## config.mk

```make
export PLATFORM = sky130hd
export DESIGN_NAME = fb_arbiter
export DESIGN_NICKNAME = d
export VERILOG_FILES = /design/src/rtl/nes_vga_pkg.sv /design/src/rtl/fb_wr_fifo.sv /design/src/rtl/fb_arbiter.sv
export SDC_FILE = /design/constraint.sdc
export NUM_CORES = 1
export LEC_CHECK = 0
export BUFFER_PORTS_ARGS = -buffer_cell sky130_fd_sc_hd__buf_2
export CAP_MARGIN = 20
export CORE_UTILIZATION = 55
export CTS_CLUSTER_SIZE = 12
export DETAILED_ROUTE_END_ITERATION = 10
export PLACE_DENSITY = 0.78
export REMOVE_ABC_BUFFERS = 1
export SYNTH_ARGS = -nofsm -noshare
export SYNTH_HDL_FRONTEND = slang
export SYNTH_SLANG_ARGS = --single-unit
```

## constraint.sdc

```tcl
create_clock -name pix_clk -period 4.9 [get_ports pix_clk]
set_input_delay 0.735 -clock pix_clk [delete_from_list [all_inputs] [get_ports pix_clk]]
set_output_delay 0.735 -clock pix_clk [all_outputs]
set_load 0.02 [all_outputs]
```

## src/rtl/nes_vga_pkg.sv

```systemverilog
// rtl/nes_vga_pkg.sv - shared frame buffer geometry, pixel/address types and helpers
package nes_vga_pkg;

  localparam int FB_W = 256;
  localparam int FB_H = 240;

  typedef logic [8:0]  rgb_t;
  typedef logic [15:0] fb_addr_t;

  // One queued pixel write: target address plus its colour.
  typedef struct packed {
    fb_addr_t addr;
    rgb_t     data;
  } wr_entry_t;

  // Row-major, 256 entries per row, so the address is just {y, x}.
  function automatic fb_addr_t fb_addr(input logic [7:0] x, input logic [7:0] y);
    return {y, x};
  endfunction

  // Rows 240..255 are outside the visible frame and never touch the RAM.
  function automatic logic y_in_range(input logic [7:0] y);
    return y < 8'(FB_H);
  endfunction

endpackage

```

## src/rtl/fb_wr_fifo.sv

```systemverilog
// rtl/fb_wr_fifo.sv - synchronous write queue holding pending frame buffer writes
module fb_wr_fifo
  import nes_vga_pkg::*;
#(
  parameter int DEPTH = 4
) (
  input  logic                     clk,
  input  logic                     reset,
  input  logic                     push,
  input  wr_entry_t                push_data,
  input  logic                     pop,
  output wr_entry_t                pop_data,
  output logic                     full,
  output logic                     empty,
  output logic [$clog2(DEPTH):0]   level
);

  localparam int AW = $clog2(DEPTH);
  localparam int PW = AW + 1;

  wr_entry_t     mem [DEPTH];
  logic [AW:0]   wr_ptr;
  logic [AW:0]   rd_ptr;

  // Pointers carry one extra wrap bit so full and empty are distinguishable.
  assign level    = wr_ptr - rd_ptr;
  assign empty    = (wr_ptr == rd_ptr);
  assign full     = (wr_ptr[AW] != rd_ptr[AW]) && (wr_ptr[AW-1:0] == rd_ptr[AW-1:0]);
  assign pop_data = mem[rd_ptr[AW-1:0]];

  // Pointer update; push on full and pop on empty are ignored.
  always_ff @(posedge clk) begin
    if (reset) begin
      wr_ptr <= '0;
      rd_ptr <= '0;
    end else begin
      if (push && !full) begin
        wr_ptr <= wr_ptr + PW'(1);
      end
      if (pop && !empty) begin
        rd_ptr <= rd_ptr + PW'(1);
      end
    end
  end

  // Entry storage needs no reset; only slots behind the pointers are ever read.
  always_ff @(posedge clk) begin
    if (push && !full) begin
      mem[wr_ptr[AW-1:0]] <= push_data;
    end
  end

endmodule

```

## src/rtl/fb_arbiter.sv

```systemverilog
// rtl/fb_arbiter.sv - single RAM port arbiter: scanout reads first, queued PPU writes fill idle cycles
module fb_arbiter
  import nes_vga_pkg::*;
#(
  parameter int FIFO_DEPTH = 4
) (
  input  logic                          pix_clk,
  input  logic                          reset,
  input  logic                          rd_req,
  input  logic [7:0]                    rd_x,
  input  logic [7:0]                    rd_y,
  output logic [8:0]                    rd_data,
  output logic                          rd_valid,
  input  logic                          wr_valid,
  output logic                          wr_ready,
  input  logic [7:0]                    wr_x,
  input  logic [7:0]                    wr_y,
  input  logic [8:0]                    wr_data,
  output logic                          wr_dropped,
  output logic [15:0]                   ram_addr,
  output logic                          ram_we,
  output logic [8:0]                    ram_wdata,
  input  logic [8:0]                    ram_rdata,
  output logic [$clog2(FIFO_DEPTH):0]   fifo_level
);

  wr_entry_t push_entry;
  wr_entry_t head;
  logic      fifo_full;
  logic      fifo_empty;
  logic      wr_accept;
  logic      push;
  logic      pop;
  logic      rd_hit;

  // Read pipeline: valid and "force zero" flags ride alongside the RAM access.
  logic      rd_v1;
  logic      rd_z1;
  logic      rd_v2;
  logic      rd_z2;

  // Ready ignores a same-cycle pop so it depends only on registered state.
  assign wr_ready   = !fifo_full;
  assign wr_accept  = wr_valid && !fifo_full;
  assign push       = wr_accept && y_in_range(wr_y);
  assign push_entry = {fb_addr(wr_x, wr_y), wr_data};

  // An out-of-range read leaves the port free for a write pop.
  assign rd_hit     = rd_req && y_in_range(rd_y);
  assign pop        = !rd_hit && !fifo_empty;

  fb_wr_fifo #(
    .DEPTH     (FIFO_DEPTH)
  ) u_wr_fifo (
    .clk       (pix_clk),
    .reset     (reset),
    .push      (push),
    .push_data (push_entry),
    .pop       (pop),
    .pop_data  (head),
    .full      (fifo_full),
    .empty     (fifo_empty),
    .level     (fifo_level)
  );

  // RAM port registers: read address wins, otherwise drain one queued write.
  always_ff @(posedge pix_clk) begin
    if (reset) begin
      ram_addr  <= '0;
      ram_we    <= 1'b0;
      ram_wdata <= '0;
    end else if (rd_hit) begin
      ram_addr  <= fb_addr(rd_x, rd_y);
      ram_we    <= 1'b0;
    end else if (pop) begin
      ram_addr  <= head.addr;
      ram_wdata <= head.data;
      ram_we    <= 1'b1;
    end else begin
      ram_we    <= 1'b0;
    end
  end

  // Read return path: two flag stages, then capture RAM data or zero.
  always_ff @(posedge pix_clk) begin
    if (reset) begin
      rd_v1    <= 1'b0;
      rd_z1    <= 1'b0;
      rd_v2    <= 1'b0;
      rd_z2    <= 1'b0;
      rd_valid <= 1'b0;
      rd_data  <= '0;
    end else begin
      rd_v1    <= rd_req;
      rd_z1    <= !rd_hit;
      rd_v2    <= rd_v1;
      rd_z2    <= rd_z1;
      rd_valid <= rd_v2;
      rd_data  <= (rd_v2 && !rd_z2) ? ram_rdata : '0;
    end
  end

  // Flag accepted writes that fell outside the visible frame.
  always_ff @(posedge pix_clk) begin
    if (reset) begin
      wr_dropped <= 1'b0;
    end else begin
      wr_dropped <= wr_accept && !y_in_range(wr_y);
    end
  end

endmodule

```

# Yosys cells after proc, flatten, opt, wreduce, memory -nomap -nowiden
# Memories as Yosys holds them, arrays and structs flattened. A register that Yosys moved wholly into a read port is not among the register bits.
# Cells that the tools add are included.
# word_totals
regBits	47
latch_bits	0
ramBits	100
romBits	0
in_bits	54
out_inout_bits	41
elab_cells	48
memories	1
# mem_list
memory	words	word_bits	rd	rd_clocked_by_memory_dff	wr	line	rtl
u_wr_fifo.mem	4	25	1	1	1	fb_wr_fifo.sv:21	wr_entry_t mem [DEPTH];
# classes
add_sub_neg	3
mul	0
div_mod_pow	0
n_lt_le_gt_ge	2
eq_ne	3
shift	0
muxes	7
bitwise_logic	2
reduce_logical	18
# op_table
operator	n
16-bit two-way mux	2
8-bit less-than comparator, second input constant	2
1-bit logical AND	9
3-bit by 1-bit adder with 3-bit output, second input constant	2
1-bit logical NOT	5
2-bit two-way mux	2
2-bit OR reduction	2
3-bit equality test	1
1-bit two-way mux	3
3-bit subtractor	1
2-bit equality test	1
1-bit NOT	2
2-bit AND reduction	1
2-bit nonzero test	1
1-bit != test	1

# Logic depth before layout (Yosys ltp)
# Gate-level depths: netlist of run 1.
# depth
word_depth	8
mapped_depth	7
ltp_nobuf	6

# By module
# A second synthesis of run 1 with hierarchy kept.
# unflattened
hier_cells	377
area_unflattened_um2	5975.7
# by_module_without_submodules
mod	n_inst	cells_per_inst	area_each_um2	seq_area_each_um2
fb_wr_fifo	1	198	4185.3	3163.0
fb_arbiter	1	179	1790.5	820.8

# Least setup slack after synthesis of run 1
# Ideal clock, no wire load.
# synth_timing
path_kind	register to register
from	reg u_wr_fifo.wr_ptr[0]
to	mem u_wr_fifo.mem[3][0] in the netlist's numbering (enable)
setup_ns	0.450
arrival_time_ns	3.002
t_required_ns	4.450
slack_ns	1.447
path_stages_with_launch	5
n_path_buf	0
period_less_slack_ns	3.453
cell_sequence	dfxtp_1 -> inv_1 -> ha_1 -> and2_1 -> a211oi_1
# synth_between
elab_chain_len	8
# synth_rtl
element	line	rtl
start, declared	fb_wr_fifo.sv:22	logic [AW:0] wr_ptr;
start signal, assigned	fb_wr_fifo.sv:38	wr_ptr <= wr_ptr + PW'(1);
2-bit equality test	fb_wr_fifo.sv:28	assign full = (wr_ptr[AW] != rd_ptr[AW]) && (wr_ptr[AW-1:0] == rd_ptr[AW-1:0]);
1-bit logical AND	fb_wr_fifo.sv:28	
1-bit logical NOT	fb_wr_fifo.sv:48, fb_arbiter.sv:44	
1-bit logical AND	fb_arbiter.sv:44	assign wr_accept = wr_valid && !fifo_full;
1-bit logical AND	fb_arbiter.sv:45	assign push = wr_accept && y_in_range(wr_y);
1-bit logical AND	fb_wr_fifo.sv:48	if (push && !full) begin
1-bit two-way mux	fb_wr_fifo.sv:48	
1-bit two-way mux (not written as such)	fb_wr_fifo.sv:49	mem[wr_ptr[AW-1:0]] <= push_data;
end, declared	fb_wr_fifo.sv:21	
# Parallel ways exist; a longest one is shown, timed or not.

# Worst setup path in the final report of run 1
# layout_timing
from	reg u_wr_fifo.wr_ptr[0]
to	out fifo_level[2]
# layout_between
elab_chain_len	1
# layout_rtl
element	line	rtl
3-bit subtractor	fb_wr_fifo.sv:26	assign level = wr_ptr - rd_ptr;
end, declared	fb_arbiter.sv:24	output logic [$clog2(FIFO_DEPTH):0] fifo_level
# No other way between the ends.

==> metrics.txt, run 1 <==
DR iter-0 viols=147; Final setup viols=0; Vias=3293; RSZ-0062 raised after global routing=false; top cell type's share of synthesized area=0.539; Core ar.=0.00977 mm2; R2R cell count=7; Setup WS pre-CTS=2450 ps; crit path kind=reg2out; post-synthesis mux area share=0.105; total track usage=0.229; Worst Setup End Kind=primary output; worst hold start=ram_rdata[3]; Max Clk Rate=0.361 GHz; Finished Core Util=0.685; Final Skew=11.2 ps; Final Hold Viols=0; gp weighted congestion=0.754; GRT overflow=0; n_diodes=0; FFs w/ async S/R, synth=0; WHS Path Cells=2; Bufs on Longest Clock Path=2; Synth Warn #=0; Non-Filler Instances=596; r2r startpoint=u_wr_fifo.wr_ptr[0]; total CTS buffers=17; via count of the first global-routing pass=3367; share of cells above drive strength 1=0.341; Max VDD drop=0.270 mV; fin nets=512; wire per inst=18.6 um; Cell Area, Synth=0.00557 mm2; Post-synth top cells=edfxtp_1 (100), dfxtp_1 (49), nand2_1 (30); Avg Inst Size Synth=16.0 um2; Post-synth EDFFs=100; Resize count post-CTS=0; I/O pins=95; Synth area leader=edfxtp_1; r2r endpoint=u_wr_fifo.wr_ptr[2]; flop-to-flop setup slack=2470 ps; status=finished, final reports clean; placed cell count=563; setup TNS=0 ps; Critical-path top delay cell=fa_1; Root Buffer=clkbuf_8; Leakage=2.51 nW; sink of the worst hold path=rd_data[3]; Slew Limit Fails=0; post-CTS setup buffers=0; CTS clock-pin slew for the worst setup and hold paths=70 ps; sequential share of the synthesized area=0.715; CP required=4160 ps; main combinational cell family by area after synthesis=multiplexers; CTS tree=yes; first-pass GRT wire length=17.0 mm; worst hold path type=in2reg; Final ANT Viol Nets=0; Routed WL=11.1 mm; Post-Synth XOR/XNOR Area=0.00944; most common cell in the netlist=edfxtp_1; # H-tree levels=4; final setup margin=2130 ps; post-synthesis compound-gate area fraction=0.0631; die area=0.0105 mm2; Rows=36; CP arrival=2040 ps; number of synthesized register bits=149; post-synth cell types=30; Clk Latency, worst-skew pair=520 ps; CP max stage delay=390 ps; power per cell area=492 mW/mm2; IO Port Bufs=94; fillcell total=687; # clock sinks=149; Worst Tran Pin Value=1020 ps; starting density of the core=0.570; cell area after layout=0.00670 mm2; Main synth FF type=edfxtp_1; Placed Area=0.00615 mm2; Adder-Cell Fraction of Synth Area=0.0193; min cycle time layout=2770 ps; DRT Pass-1 Iters=4; Mapped Cells=349; MaxCap Viol Count=0; Critical Path Fanout Max=4; via density per instance=5.53; critical path cell sequence=inv_1 > ha_1 > fa_1 > xnor2_1 > buf_2; Final period util=0.566; largest net degree at the start of global routing=40; residual DRC count=0; Final HPWL DP=6.77 mm; crit start category=register; antenna violations before repair=1; CTS Hold Buffers Added=0; Simple-Gate Fraction of Synth Area=0.0631; Die Y=103 um; Die W=103 um; Area Overhead vs Synth=20.3%; most area-consuming cells after synthesis=edfxtp_1 (54%), dfxtp_1 (18%), mux4_2 (10%); worst rel slew slack=0.322
## layout make-up
class / count / area, um2 / area share
inverters: 9 / 33.8 / 0.00504
well taps: 133 / 166 / 0.0248
clock inverters: 13 / 111 / 0.0166
multi-input cells: 173 / 1460 / 0.218
flip-flops and latches: 149 / 3990 / 0.595
clock buffers: 19 / 422 / 0.0629
repair buffers: 100 / 523 / 0.0781
## worst max-delay path by stage
stage                              from                   to  slack [ps]  cells past startpoint
finish              u_wr_fifo.wr_ptr[0]        fifo_level[2]        2130                      5
global route        u_wr_fifo.wr_ptr[0]        fifo_level[2]        2050                      5
CTS                 u_wr_fifo.wr_ptr[0]        fifo_level[2]        2140                      5
detailed placement              rd_y[7]         ram_wdata[5]        2450                      5
global placement                wr_y[5]  u_wr_fifo.wr_ptr[2]        2480                      6
floorplan           u_wr_fifo.wr_ptr[0]  u_wr_fifo.mem[3][0]        1450                      4
## per-layer routing
layer	global-route usage	share of wire	wire [um]
met1	0.266	0.41	4590
met5	0	0.0014	16
met3	0.0597	0.054	603
met4	0.0934	0.019	216
met2	0.405	0.51	5690
## flip-flops by register name (all words and copies together) (netlist names), named ones only
signal            count
ram_we                1
rd_valid              1
rd_data               9
rd_v1                 1
rd_z1                 1
wr_dropped            1
rd_z2                 1
ram_wdata             9
u_wr_fifo.wr_ptr      3
u_wr_fifo.mem       100
u_wr_fifo.rd_ptr      3
rd_v2                 1
ram_addr             16
## power by group
part / leakage [nW] / total [mW] / switching [mW] / internal [mW]
sequential: 1.32 / 1.53 / 0.0868 / 1.44
combinational: 0.945 / 0.611 / 0.349 / 0.262
clock: 0.245 / 1.16 / 0.486 / 0.669
total: 2.51 / 3.30 / 0.922 / 2.37
## kinds of logic after synthesis
| group | after synthesis |
|---|---|
| DFF | 149 |
| and+or+nand+nor | 76 |
| AOI/OAI and AO/OA | 56 |
| buffers and inverters | 27 |
| muxes | 27 |
| adders and majority gates | 8 |
| xor gates and xnor gates | 6 |
## critical path: cells and delay by family (launching register included)
kind / cells / cell delay, ps
flops: 1 / 370
buf+inv: 2 / 320
xor+xnor: 1 / 240
fa+ha+maj: 2 / 600
## placed cells by master, fill, tap and decap left out, types with 7 or more instances in the layout
cell type / Yosys / routed
a21oi_1: 26 / 26
edfxtp_1: 100 / 100
ha_1: 7 / 7
inv_1: 9 / 9
mux4_2: 25 / 25
nor2_1: 20 / 20
clkbuf_16: 0 / 16
o21ai_0: 10 / 10
nand2_1: 30 / 30
buf_2: 5 / 94
and2_1: 14 / 14
a211oi_1: 13 / 12
dfxtp_1: 49 / 48
## per-stage QoR
stage | hold slack (ps) | power, mW
after global routing | 404 | 3.43
after global placement | 418 | 2.13
final | 417 | 3.30
after detailed placement | 436 | 2.15
after floorplan | 414 | 1.93
after CTS | 406 | 3.30
Power figures use the tool's default switching activity.
==> inputs of run 2 (changes only) <==
--- a/config.mk
+++ b/config.mk
@@ -7,10 +7,10 @@
 export LEC_CHECK = 0
 export BUFFER_PORTS_ARGS = -buffer_cell sky130_fd_sc_hd__buf_2
 export CAP_MARGIN = 20
-export CORE_UTILIZATION = 55
+export CORE_UTILIZATION = 50
 export CTS_CLUSTER_SIZE = 12
 export DETAILED_ROUTE_END_ITERATION = 10
-export PLACE_DENSITY = 0.78
+export PLACE_DENSITY = 0.75
 export REMOVE_ABC_BUFFERS = 1
 export SYNTH_ARGS = -nofsm -noshare
 export SYNTH_HDL_FRONTEND = slang
==> constraint.sdc (replaced) <==
create_clock -name pix_clk -period 2.3 [get_ports pix_clk]
set_input_delay 0.345 -clock pix_clk [delete_from_list [all_inputs] [get_ports pix_clk]]
set_output_delay 0.345 -clock pix_clk [all_outputs]
set_load 0.02 [all_outputs]
==> run 2 against run 1 <==
  * Via count up 0.30%
  * Clock skew down 4.6 ps
  * First-iteration DRC count up 35%
  * Worst hold slack worse by 400 ps
  * Non-clock buffer count up 8
  * Wire length up 1.3%
  * Design area up 2.1%
  * Power up 120%
  * Sequential power up 110%
  * Worst setup slack worse by 2000 ps
  * Critical path type unchanged
  * Largest cell class unchanged
  * Highest routed layer is now met4
==> metrics.txt, run 2 (synthesis gave the netlist of run 1 again) <==
Final Hold Viols=0; Area Overhead vs Synth=22.9%; total track usage=0.210; CP max stage delay=370 ps; crit path kind=reg2out; Clock power frac=0.363; via count of the first global-routing pass=3452; Worst Setup End Kind=primary output; Worst Tran Pin Value=1090 ps; Final HPWL DP=6.98 mm; first-pass GRT wire length=17.4 mm; CTS clock-pin slew for the worst setup and hold paths=60 ps; MaxCap Viol Count=0; power per cell area=1060 mW/mm2; Die Y=108 um; via density per instance=5.41; P_int=5.28 mW; total CTS buffers=17; min cycle time layout=2210 ps; worst rel slew slack=0.270; placed cell count=578; Slew Limit Fails=0; Final ANT Viol Nets=0; Non-Filler Instances=611; Critical-path top delay cell=fa_1; Root Buffer=clkbuf_8; DR iter-0 viols=199; Core ar.=0.0108 mm2; Leakage=2.58 nW; gp weighted congestion=0.727; Vias=3303; Bufs and invs on worst path=2; fin nets=520; starting density of the core=0.514; Placed Area=0.00625 mm2; P_sw=1.99 mW; status=finished, final reports clean; CTS tree=yes; Clk Latency, worst-skew pair=530 ps; Max VDD drop=0.931 mV; # H-tree levels=4; Max Clk Rate=0.452 GHz; RSZ-0062 raised after global routing=false; share of power burned in registers=0.436; cell area after layout=0.00684 mm2; Final period util=0.961; Final setup viols=0; Rows=38; most common cell after layout, fill and taps aside=edfxtp_1; share of cells above drive strength 1=0.363; n_diodes=0; GRT overflow=0; Finished Core Util=0.631; IO Port Bufs=94; CP required=1960 ps; switching share of total power=0.274; total power=7.27 mW; DRT Pass-1 Iters=5; worst hold path type=in2reg; post-CTS setup buffers=0; crit start category=register; # clock sinks=149; wire per inst=18.4 um; CP arrival=1870 ps; I/O pins=95; critical path cell sequence=inv_2 > ha_1 > fa_1 > xnor2_1 > buf_4; largest net degree at the start of global routing=28; crit-path leading delay family=adder cells; die area=0.0116 mm2; Routed WL=11.3 mm; Bufs on Longest Clock Path=2; residual DRC count=0; antenna violations before repair=0; Die W=108 um; Critical Path Fanout Max=4; Logic pwr share=0.201; max reg flops=100; setup TNS=0 ps; most frequent cells in the layout=edfxtp_1 (100), buf_2 (93), dfxtp_1 (47); Final Skew=6.54 ps
run 2: cell count changes in the layout (fill, tap and decap cells not counted), sizes merged:
cell,previous run,this run
inv,10,9
bufinv,1,2
buf,100,107
clkbuf,19,20
clkinvlp,5,4
dlygate4sd3,0,1
run 2: final timing paths:
| kind | startpoint | end | slack, ps | cells after the start |
|---|---|---|---|---|
| hold reg to reg | rd_z1 | rd_z2 | 440 | 1 |
| setup reg to reg | u_wr_fifo.rd_ptr[1] | u_wr_fifo.mem[0][4] | 310 | 7 |
| hold / removal | ram_rdata[0] | rd_data[0] | 20 | 2 |
| setup / recovery | u_wr_fifo.wr_ptr[0] | fifo_level[2] | 90 | 5 |
run 2: per-stage QoR:
step           setup WS, ps  hold WS (ps)
6_report               88.7          20.4
5_1_grt                9.56          9.67
4_1_cts                28.4         0.765
3_5_place_dp            173           426
3_3_place_gp            184           426
2_1_floorplan         -1150           414
run 2: power by group through the flow:
stage,logic (mW),registers (mW),clock network [mW]
floorplan,0.726,3.39,0
global placement,1.41,3.21,0
global route,1.59,3.18,2.77
detailed placement,1.46,3.22,0
finish,1.46,3.17,2.64
CTS,1.47,3.17,2.67
run 2: layer usage:
metal  share of wire  GRT usage
met5               0          0
met2            0.51      0.362
met3           0.058     0.0581
met4           0.020      0.101
met1            0.41      0.243
run 2: worst reg2reg max path, cell delays in order (launching register included):
cell     delay [ps]
dfxtp_1         410
inv_1            60
ha_1            300
nand2_1         130
o21ai_0         120
nor2_1          150
and2_1          170
buf_4           320
run 2: layout make-up:
| class | count | area [um2] |
|---|---|---|
| Fill cell | 782 | 4000 |
| Sequential cell | 149 | 3990 |
| Multi-Input combinational cell | 173 | 1470 |
| Timing Repair Buffer | 108 | 606 |
| Clock buffer | 20 | 445 |
| Tap cell | 140 | 175 |
| Clock inverter | 12 | 130 |
| Inverter | 9 | 33.8 |
run 2: timing repair:
| item | in CTS | in global routing |
|---|---|---|
| endpoints found under the setup margin | 2 | 21 |
| resized for setup | 2 | 3 |
| hold endpoints to repair | 1 | 0 |
| hold buffers | 1 | 0 |
| pin swaps | 1 | 1 |
==> inputs of run 3 (changes only) <==
--- a/config.mk
+++ b/config.mk
@@ -5,13 +5,14 @@
 export SDC_FILE = /design/constraint.sdc
 export NUM_CORES = 1
 export LEC_CHECK = 0
-export BUFFER_PORTS_ARGS = -buffer_cell sky130_fd_sc_hd__buf_2
+export BUFFER_PORTS_ARGS = -buffer_cell sky130_fd_sc_hd__clkbuf_2
 export CAP_MARGIN = 20
 export CORE_UTILIZATION = 50
 export CTS_CLUSTER_SIZE = 12
 export DETAILED_ROUTE_END_ITERATION = 10
 export PLACE_DENSITY = 0.75
 export REMOVE_ABC_BUFFERS = 1
+export SETUP_SLACK_MARGIN = 0.1
 export SYNTH_ARGS = -nofsm -noshare
 export SYNTH_HDL_FRONTEND = slang
 export SYNTH_SLANG_ARGS = --single-unit
==> run 3 against run 2 <==
  * Maximum frequency up 1.9%
  * Highest routed layer unchanged
  * Critical path depth unchanged
  * Design area up 1.5%
  * Worst hold slack better by 9.8 ps
  * Die area unchanged
==> metrics.txt, run 3 (synthesis gave the netlist of run 1 again) <==
Routed WL=11.2 mm; sink of the worst hold path=rd_data[0]; min cycle time layout=2170 ps; Clk Latency, worst-skew pair=520 ps; n_diodes=0; Final ANT Viol Nets=0; Max Clk Rate=0.461 GHz; total track usage=0.209; die area=0.0116 mm2; Leakage=2.61 nW; Bufs on Longest Clock Path=2; status=finished, final reports clean; DRT Pass-1 Iters=5; Non-Filler Instances=616; worst hold start=ram_rdata[0]; Vias=3301; R2R cell count=7; Die Y=108 um; Final setup viols=0; Slew Limit Fails=0; placed cell count=579; Die W=108 um; first-pass GRT wire length=16.9 mm; most common cell after layout, fill and taps aside=edfxtp_1; I/O pins=95; fin nets=525; CTS tree=yes; r2r endpoint=u_wr_fifo.mem[1][5]; total CTS buffers=17; fillcell total=773; Final HPWL DP=6.97 mm; CTS clock-pin slew for the worst setup and hold paths=60 ps; cell area after layout=0.00695 mm2; Placed Area=0.00627 mm2; Final Hold Viols=0; # clock sinks=149; Worst Tran Pin Value=1070 ps; most frequent cells in the layout=edfxtp_1 (100), clkbuf_2 (93), dfxtp_1 (44); flop-to-flop setup slack=390 ps; starting density of the core=0.514; GRT overflow=0; WHS Path Cells=2; total power=7.41 mW; power per cell area=1070 mW/mm2; crit path kind=reg2out; worst rel slew slack=0.286; Core ar.=0.0108 mm2; IO Port Bufs=94; CP arrival=1820 ps; antenna violations before repair=0; worst hold path type=in2reg; via count of the first global-routing pass=3246; crit start category=register; Area Overhead vs Synth=24.8%; DR iter-0 viols=251; gp weighted congestion=0.753; share of cells above drive strength 1=0.384; Max VDD drop=0.634 mV; wire per inst=18.2 um; setup TNS=0 ps; Rows=38; Worst Setup End Kind=primary output; residual DRC count=0; Root Buffer=clkbuf_8; Critical Path Fanout Max=3; # H-tree levels=4; max reg flops=100; via density per instance=5.36; MaxCap Viol Count=0; CP required=1960 ps; RSZ-0062 raised after global routing=true; r2r startpoint=u_wr_fifo.rd_ptr[1]; largest net degree at the start of global routing=39; final setup margin=131 ps; Final period util=0.943; Setup WS pre-CTS=338 ps; Final Skew=7.47 ps
==> run 3: stage by stage <==
stage | util | hold WS, ps
after floorplan | - | 414
after global routing | 0.641 | 3.93
after detailed placement | 0.578 | 427
after global placement | 0.578 | 416
after CTS | 0.637 | 4.93
final | 0.641 | 30.2
==> run 3: worst max-delay path by stage <==
stage,from,end,slack (ps)
floorplan,u_wr_fifo.wr_ptr[0],u_wr_fifo.mem[3][0],-1150
global placement,u_wr_fifo.wr_ptr[2],u_wr_fifo.mem[1][12],410
detailed placement,u_wr_fifo.wr_ptr[2],u_wr_fifo.mem[1][7],340
CTS,u_wr_fifo.wr_ptr[0],fifo_level[2],90
global route,u_wr_fifo.wr_ptr[0],fifo_level[2],80
finish,u_wr_fifo.wr_ptr[0],fifo_level[2],130
==> run 3: layout make-up <==
type	instances	area, um2	share of cell area
clock buffers	18	418	0.0601
repair buffers	113	662	0.0953
well taps	140	175	0.0252
clock inverters	14	176	0.0254
inverters	9	36.3	0.00522
flip-flops and latches	149	3990	0.574
multi-input cells	173	1490	0.214
==> run 3: power by group <==
part | total, mW | internal [mW] | switching (mW)
combinational | 1.46 | 0.651 | 0.813
sequential | 3.21 | 3.08 | 0.135
clock | 2.73 | 1.66 | 1.07
total | 7.41 | 5.39 | 2.02
==> run 3: metal layers <==
metal  GRT usage  vias up  share of wire
met5           0        -              0
met4      0.0969        0         0.0083
met3      0.0611        8          0.086
met2       0.349      140           0.52
met1       0.249     1615           0.39
li1            -     1538              -
==> run 3: worst max-delay path, stage by stage (launching register included) <==
cell and delay (ps):
dfxtp_2 350, inv_4 50, ha_4 140, fa_2 360, xnor2_2 220, clkbuf_8 180
==> run 3: timing repair <==
action,4_1_cts,5_1_grt
hold buffers,1,0
resized for setup,8,6
setup buffers,1,3
setup endpoints to repair,3,52
pin swaps,2,2
hold endpoints to repair,1,0
